`src/rtl/mem_pkg.sv`:
```
// Shared types for the instruction/data memory arbiter.
//   arb_state_t : arbiter FSM state encoding
//   owner_t     : which requester owns the transaction in flight
//   FETCH_MASK  : byte mask driven for every instruction fetch
package mem_pkg;

    typedef enum logic [1:0] {
        ST_IDLE  = 2'd0,
        ST_ISSUE = 2'd1,
        ST_WAIT  = 2'd2
    } arb_state_t;

    typedef enum logic {
        OWN_IF = 1'b0,
        OWN_D  = 1'b1
    } owner_t;

    localparam logic [3:0] FETCH_MASK = 4'b1111;

endpackage

```
`src/rtl/mem_arb.sv`:
```
// Two-port arbiter in front of a unified memory: one instruction-fetch port and
// one data (load/store) port share a single request/response channel. At most
// one transaction is outstanding. Data normally wins a conflict; after
// STARVE_LIMIT consecutive data grants with a fetch waiting, the fetch wins.
//
// Ports
//   i_clk, i_rst_n                  clock, async active-low reset
//   i_if_valid/o_if_ready/i_if_addr fetch request channel
//   i_d_valid/o_d_ready/i_d_addr/
//   i_d_wen/i_d_wdata/i_d_mask      data request channel
//   o_mem_valid/i_mem_ready/
//   o_mem_addr/wen/wdata/mask       memory request channel
//   i_mem_rvalid/i_mem_rdata        memory read response
//   o_if_rvalid/o_d_rvalid/
//   o_rsp_rdata                     per-requester response pulses + data
//
// state    | meaning
// ---------+-----------------------------------------------------------
// ST_IDLE  | no transaction in flight; requests may be granted
// ST_ISSUE | latched request presented to memory until i_mem_ready
// ST_WAIT  | load/fetch accepted by memory, waiting for i_mem_rvalid
module mem_arb
    import mem_pkg::*;
#(
    parameter int STARVE_LIMIT = 2
) (
    input  logic        i_clk,
    input  logic        i_rst_n,
    input  logic        i_if_valid,
    output logic        o_if_ready,
    input  logic [31:0] i_if_addr,
    input  logic        i_d_valid,
    output logic        o_d_ready,
    input  logic [31:0] i_d_addr,
    input  logic        i_d_wen,
    input  logic [31:0] i_d_wdata,
    input  logic [3:0]  i_d_mask,
    output logic        o_mem_valid,
    input  logic        i_mem_ready,
    output logic [31:0] o_mem_addr,
    output logic        o_mem_wen,
    output logic [31:0] o_mem_wdata,
    output logic [3:0]  o_mem_mask,
    input  logic        i_mem_rvalid,
    input  logic [31:0] i_mem_rdata,
    output logic        o_if_rvalid,
    output logic        o_d_rvalid,
    output logic [31:0] o_rsp_rdata
);

    localparam int CW = (STARVE_LIMIT < 1) ? 1 : $clog2(STARVE_LIMIT + 1);
    localparam logic [CW-1:0] STARVE_MAX = CW'(STARVE_LIMIT);

    arb_state_t    state;
    owner_t        owner;
    logic [CW-1:0] starve_cnt;
    logic          fetch_wins;
    logic          grant_if;
    logic          grant_d;

    // Grants are combinational so a lone requester is accepted in the same
    // cycle its valid is seen. Gating with i_rst_n keeps both ready outputs
    // low while reset is held, so the earliest possible grant is the first
    // rising edge after release.
    always_comb begin
        fetch_wins = i_if_valid && (!i_d_valid || (starve_cnt == STARVE_MAX));
        grant_if   = i_rst_n && (state == ST_IDLE) && fetch_wins;
        grant_d    = i_rst_n && (state == ST_IDLE) && i_d_valid && !fetch_wins;
    end

    assign o_if_ready = grant_if;
    assign o_d_ready  = grant_d;

    always_ff @(posedge i_clk or negedge i_rst_n) begin
        if (!i_rst_n) begin
            state       <= ST_IDLE;
            owner       <= OWN_IF;
            starve_cnt  <= '0;
            o_mem_valid <= 1'b0;
            o_mem_addr  <= '0;
            o_mem_wen   <= 1'b0;
            o_mem_wdata <= '0;
            o_mem_mask  <= '0;
            o_if_rvalid <= 1'b0;
            o_d_rvalid  <= 1'b0;
            o_rsp_rdata <= '0;
        end else begin
            // Response pulses last exactly one cycle.
            o_if_rvalid <= 1'b0;
            o_d_rvalid  <= 1'b0;

            case (state)
                ST_IDLE: begin
                    if (grant_if) begin
                        owner       <= OWN_IF;
                        o_mem_valid <= 1'b1;
                        o_mem_addr  <= i_if_addr;
                        o_mem_wen   <= 1'b0;
                        o_mem_wdata <= '0;
                        o_mem_mask  <= FETCH_MASK;
                        starve_cnt  <= '0;
                        state       <= ST_ISSUE;
                    end else if (grant_d) begin
                        owner       <= OWN_D;
                        o_mem_valid <= 1'b1;
                        o_mem_addr  <= i_d_addr;
                        o_mem_wen   <= i_d_wen;
                        o_mem_wdata <= i_d_wdata;
                        o_mem_mask  <= i_d_mask;
                        // Only count data wins that actually made a fetch wait.
                        if (i_if_valid && (starve_cnt != STARVE_MAX)) begin
                            starve_cnt <= starve_cnt + CW'(1);
                        end
                        state       <= ST_ISSUE;
                    end
                end

                ST_ISSUE: begin
                    if (i_mem_ready) begin
                        o_mem_valid <= 1'b0;
                        if (o_mem_wen) begin
                            // Stores complete on acceptance; no read data follows.
                            o_d_rvalid  <= 1'b1;
                            o_rsp_rdata <= '0;
                            state       <= ST_IDLE;
                        end else begin
                            state <= ST_WAIT;
                        end
                    end
                end

                ST_WAIT: begin
                    if (i_mem_rvalid) begin
                        o_rsp_rdata <= i_mem_rdata;
                        if (owner == OWN_IF) begin
                            o_if_rvalid <= 1'b1;
                        end else begin
                            o_d_rvalid <= 1'b1;
                        end
                        state <= ST_IDLE;
                    end
                end

                default: begin
                    state <= ST_IDLE;
                end
            endcase
        end
    end

endmodule

```
`config.mk`:
```
export PLATFORM = sky130hd
export DESIGN_NAME = mem_arb
export DESIGN_NICKNAME = d
export VERILOG_FILES = /design/src/rtl/mem_pkg.sv /design/src/rtl/mem_arb.sv
export SDC_FILE = /design/constraint.sdc
export NUM_CORES = 1
export LEC_CHECK = 0
export ABC_AREA = 1
export BUFFER_PORTS_ARGS = -buffer_cell sky130_fd_sc_hd__buf_2
export CORE_MARGIN = 3
export CORE_UTILIZATION = 30
export DETAILED_ROUTE_END_ITERATION = 6
export GPL_TIMING_DRIVEN = 0
export PLACE_DENSITY = 0.66
export SETUP_SLACK_MARGIN = 0.4
export SLEW_MARGIN = 25
export SYNTH_ARGS = -nofsm -noshare
export SYNTH_HDL_FRONTEND = slang
export SYNTH_SLANG_ARGS = --single-unit
```
`constraint.sdc`:
```
create_clock -name i_clk -period 1.8 [get_ports i_clk]
set_clock_uncertainty 0.1 [all_clocks]
set_input_delay 0.18 -clock i_clk [delete_from_list [all_inputs] [get_ports i_clk]]
set_output_delay 0.18 -clock i_clk [all_outputs]
set_load 0.02 [all_outputs]
```
==> impl_metrics.env <==
export IMPL_run_status="complete, but fails checks"
export IMPL_failed_checks="hold timing, setup timing"
export IMPL_worst_pin_slew_ps=521
export IMPL_fmax_ghz=0.512
export IMPL_grt_overflow_total=0
export IMPL_grt_pass1_vias=5772
export IMPL_routed_wire_per_std_cell_microns=16.6
export IMPL_vias=5808
export IMPL_area_of_the_multi_input_gates_sq_um=1990
export IMPL_power_leakage_nw=4.63
export IMPL_detailedRoute_firstIterationViolations=361
export IMPL_hold_buffer_count_at_cts=126
export IMPL_yosys_warnings=0
export IMPL_viasPerCell=4.92
export IMPL_r2r_slack_ps=-90
export IMPL_globalplace_congestion=0.809
export IMPL_cts_htree_levels=3
export IMPL_worst_slack_ps=-153
export IMPL_layout_cells_most_common="sky130_fd_sc_hd__buf_2"
export IMPL_grt_total_usage_pct=21.6
export IMPL_crit_required_ps=1520
export IMPL_hold_slack_ps=-347
export IMPL_drv_cap=0
export IMPL_dpl_cell_count=1008
export IMPL_fp_dieW_microns=132
export IMPL_timing_final_crit_share_pct=108
export IMPL_power_per_cell_area_nw_per_um2=1460
export IMPL_design_core_area_sq_um=15400
export IMPL_ys_top_cells_by_area="sky130_fd_sc_hd__dfrtp_1, sky130_fd_sc_hd__nand3_1, sky130_fd_sc_hd__nand2_1, sky130_fd_sc_hd__buf_2, sky130_fd_sc_hd__inv_1"
export IMPL_die_height_microns=132
export IMPL_worst_skew_pair_late_latency_ps=350
export IMPL_worst_setup_path_start_kind="flip-flop"
export IMPL_synth_area_per_cell_sq_um=8.69
export IMPL_portBuffers=244
export IMPL_critPathArrivalTime_ps=1670
export IMPL_crit_startpoint="state[1]"
export IMPL_rsz0062_at_grt="true"
export IMPL_end_kind="output pin"
export IMPL_cts_buffers_inserted=9
export IMPL_synth_lib_cells_used_distinct=17
export IMPL_post_dp_cell_area_sq_um=6380
export IMPL_clkSlewWorstSetupHoldPaths_ps=70
export IMPL_slew_headroom_pct=65.3
export IMPL_drt_pass1_iterations=7
export IMPL_worstPathMaxFanout=10
export IMPL_antenna_found_initial=1
export IMPL_peakVddDrop_mv=0.712
export IMPL_clk_path_buf_depth=2
export IMPL_hp_class="input port to asynchronous set/reset pin"
export IMPL_rows=45
export IMPL_synthDominantCellAreaShare_pct=56.9
export IMPL_r2r_end="o_mem_addr[31]"
export IMPL_initial_utilization_pct=31.1
export IMPL_layout_area_seq_sq_um=2730
export IMPL_synth_ff_latch_count=109
export IMPL_final_nets=1106
export IMPL_tritoncts="done"
export IMPL_cts_root_buffer_cell="sky130_fd_sc_hd__clkbuf_16"
export IMPL_post_route_cells_drive_above_1_share_pct=37.7
export IMPL_finalSetupViolCount=52
export IMPL_fillerInstances=1374
export IMPL_dp_final_hpwl_microns=11800
export IMPL_final_instance_count_excl_fill=1180
export IMPL_synth_seq_area_share_pct=56.9
export IMPL_synthesis_area_sq_um=4790
export IMPL_setup_worst_path_end="o_d_ready"
export IMPL_boundaryPins=245
export IMPL_routed_wl_microns=19600
export IMPL_timing_max_transition_violations_final=0
export IMPL_antenna_left=0
export IMPL_cts_num_sinks=109
export IMPL_netlist_instances=552
export IMPL_finalCriticalPeriod_ps=1950
export IMPL_detail_route_drc_violations=0
export IMPL_grt_pass1_wl_microns=30500
export IMPL_synth_largest_area_cell="sky130_fd_sc_hd__dfrtp_1"
export IMPL_synthesized_netlist_net_count=695
export IMPL_grt_start_max_net_pins=46
export IMPL_final_cell_mix="sky130_fd_sc_hd__buf_2, sky130_fd_sc_hd__nand3_1, sky130_fd_sc_hd__dlygate4sd3_1, sky130_fd_sc_hd__nand2_1, sky130_fd_sc_hd__dfrtp_1"
export IMPL_fp_dieArea_sq_um=17500
export IMPL_flow_area_growth_from_synthesis_pct=79.5
export IMPL_final_area_sq_um=8610
export IMPL_worstSetupPathType="flip-flop to output pin"
export IMPL_worst_r2r_startpoint="state[1]"
export IMPL_reg2regPathDepth=11
export IMPL_timing_hold_violations_final=43
==> worst min path at each step <==
stage / start / to / slack [ps] / depth (start not counted)
after floorplan: i_rst_n / o_d_rvalid / -220 / 0
after global placement: i_d_wdata[7] / o_mem_wdata[7] / 310 / 3
after detailed placement: i_rst_n / o_rsp_rdata[24] / 30 / 1
after CTS: i_rst_n / o_rsp_rdata[24] / -340 / 1
after global routing: i_rst_n / o_rsp_rdata[21] / -320 / 1
final: i_rst_n / o_rsp_rdata[24] / -350 / 1
==> repair_timing <==
item / 4_1_cts / 5_1_grt
gates cloned: 3 / 2
pin swaps: 5 / 7
resized for setup: 58 / 57
buffers inserted: 12 / 12
endpoints found under the hold margin: 141 / 43
endpoints found under the setup margin: 109 / 110
==> state kept, by name, indices dropped and copies added (netlist names) <==
register     flops
o_mem_wen        1
o_mem_addr      32
state            2
o_mem_mask       4
starve_cnt       2
owner            1
o_rsp_rdata     32
o_if_rvalid      1
o_mem_wdata     32
o_mem_valid      1
o_d_rvalid       1
==> stage by stage <==
| step | worst slack [ps] | TNS (ps) | util (%) | power (mW) |
|---|---|---|---|---|
| after floorplan | 318 | 0 | - | 7.45 |
| after global placement | -2450 | -276920 | 41.1 | 9.41 |
| after detailed placement | -673 | -37230 | 41.4 | 9.45 |
| after CTS | -200 | -4070 | 53.6 | 12.1 |
| after global routing | -224 | -6930 | 55.8 | 13.4 |
| final | -153 | -2570 | 55.8 | 12.6 |
==> critical path, stage by stage (launching register included) <==
cell	delay, ps
sky130_fd_sc_hd__dfrtp_1	390
sky130_fd_sc_hd__inv_2	80
sky130_fd_sc_hd__ha_4	180
sky130_fd_sc_hd__buf_4	130
sky130_fd_sc_hd__nand3_4	100
sky130_fd_sc_hd__nand2_8	90
sky130_fd_sc_hd__buf_8	130
sky130_fd_sc_hd__nand2_4	60
sky130_fd_sc_hd__inv_4	40
sky130_fd_sc_hd__buf_6	100
==> kinds of logic (layout without fill, tap and decap cells) <==
| group | Yosys count | after routing | share of synthesized area [%] |
|---|---|---|---|
| AOI/OAI and AO/OA | 4 | 4 | 0.522 |
| DFF | 109 | 109 | 56.9 |
| and+or+nand+nor | 371 | 371 | 36.0 |
| buffers and inverters | 64 | 480 | 5.58 |
| other | 0 | 1 | 0 |
| adders and majority gates | 4 | 4 | 1.04 |
==> report_power, final <==
part / leakage, nW / switching [mW] / total [mW] / internal (mW)
Combinational: 3.10 / 3.91 / 6.46 / 2.55
Sequential: 1.39 / 0.588 / 4.08 / 3.49
Clock: 0.150 / 0.893 / 2.05 / 1.16
Total: 4.63 / 5.39 / 12.6 / 7.19
==> synth_stat cells <==
cell                       count
sky130_fd_sc_hd__a21boi_0      1
sky130_fd_sc_hd__a21oi_1       1
sky130_fd_sc_hd__buf_1         4
sky130_fd_sc_hd__buf_2        22
sky130_fd_sc_hd__clkbuf_1     18
sky130_fd_sc_hd__dfrtp_1     109
sky130_fd_sc_hd__ha_1          4
sky130_fd_sc_hd__inv_1        20
sky130_fd_sc_hd__nand2_1     122
sky130_fd_sc_hd__nand2_2       2
sky130_fd_sc_hd__nand3_1     238
sky130_fd_sc_hd__nand3_2       1
sky130_fd_sc_hd__nand3b_1      4
sky130_fd_sc_hd__nor2_1        3
sky130_fd_sc_hd__nor2_4        1
sky130_fd_sc_hd__o21ai_0       1
sky130_fd_sc_hd__o31ai_1       1
==> routing by layer <==
layer / global-route usage, % / vias to the layer above / share of wire (%)
li1: - / 2690 / -
met1: 25.6 / 2722 / 38
met2: 36.2 / 328 / 49
met3: 6.50 / 66 / 9.0
met4: 9.93 / 2 / 3.8
met5: 0 / - / 0.036
==> final cells by class <==
type | instances | area share [%]
plain buffers | 44 | 4.32
multi-input cells | 379 | 23.1
clock inverters | 3 | 0.509
repair buffers | 400 | 33.3
flip-flops and latches | 109 | 31.7
inverters | 20 | 0.930
diodes | 1 | 0.0291
clock buffers | 13 | 3.02
well taps | 211 | 3.07
No activity file was read; power rests on OpenSTA's default activity.
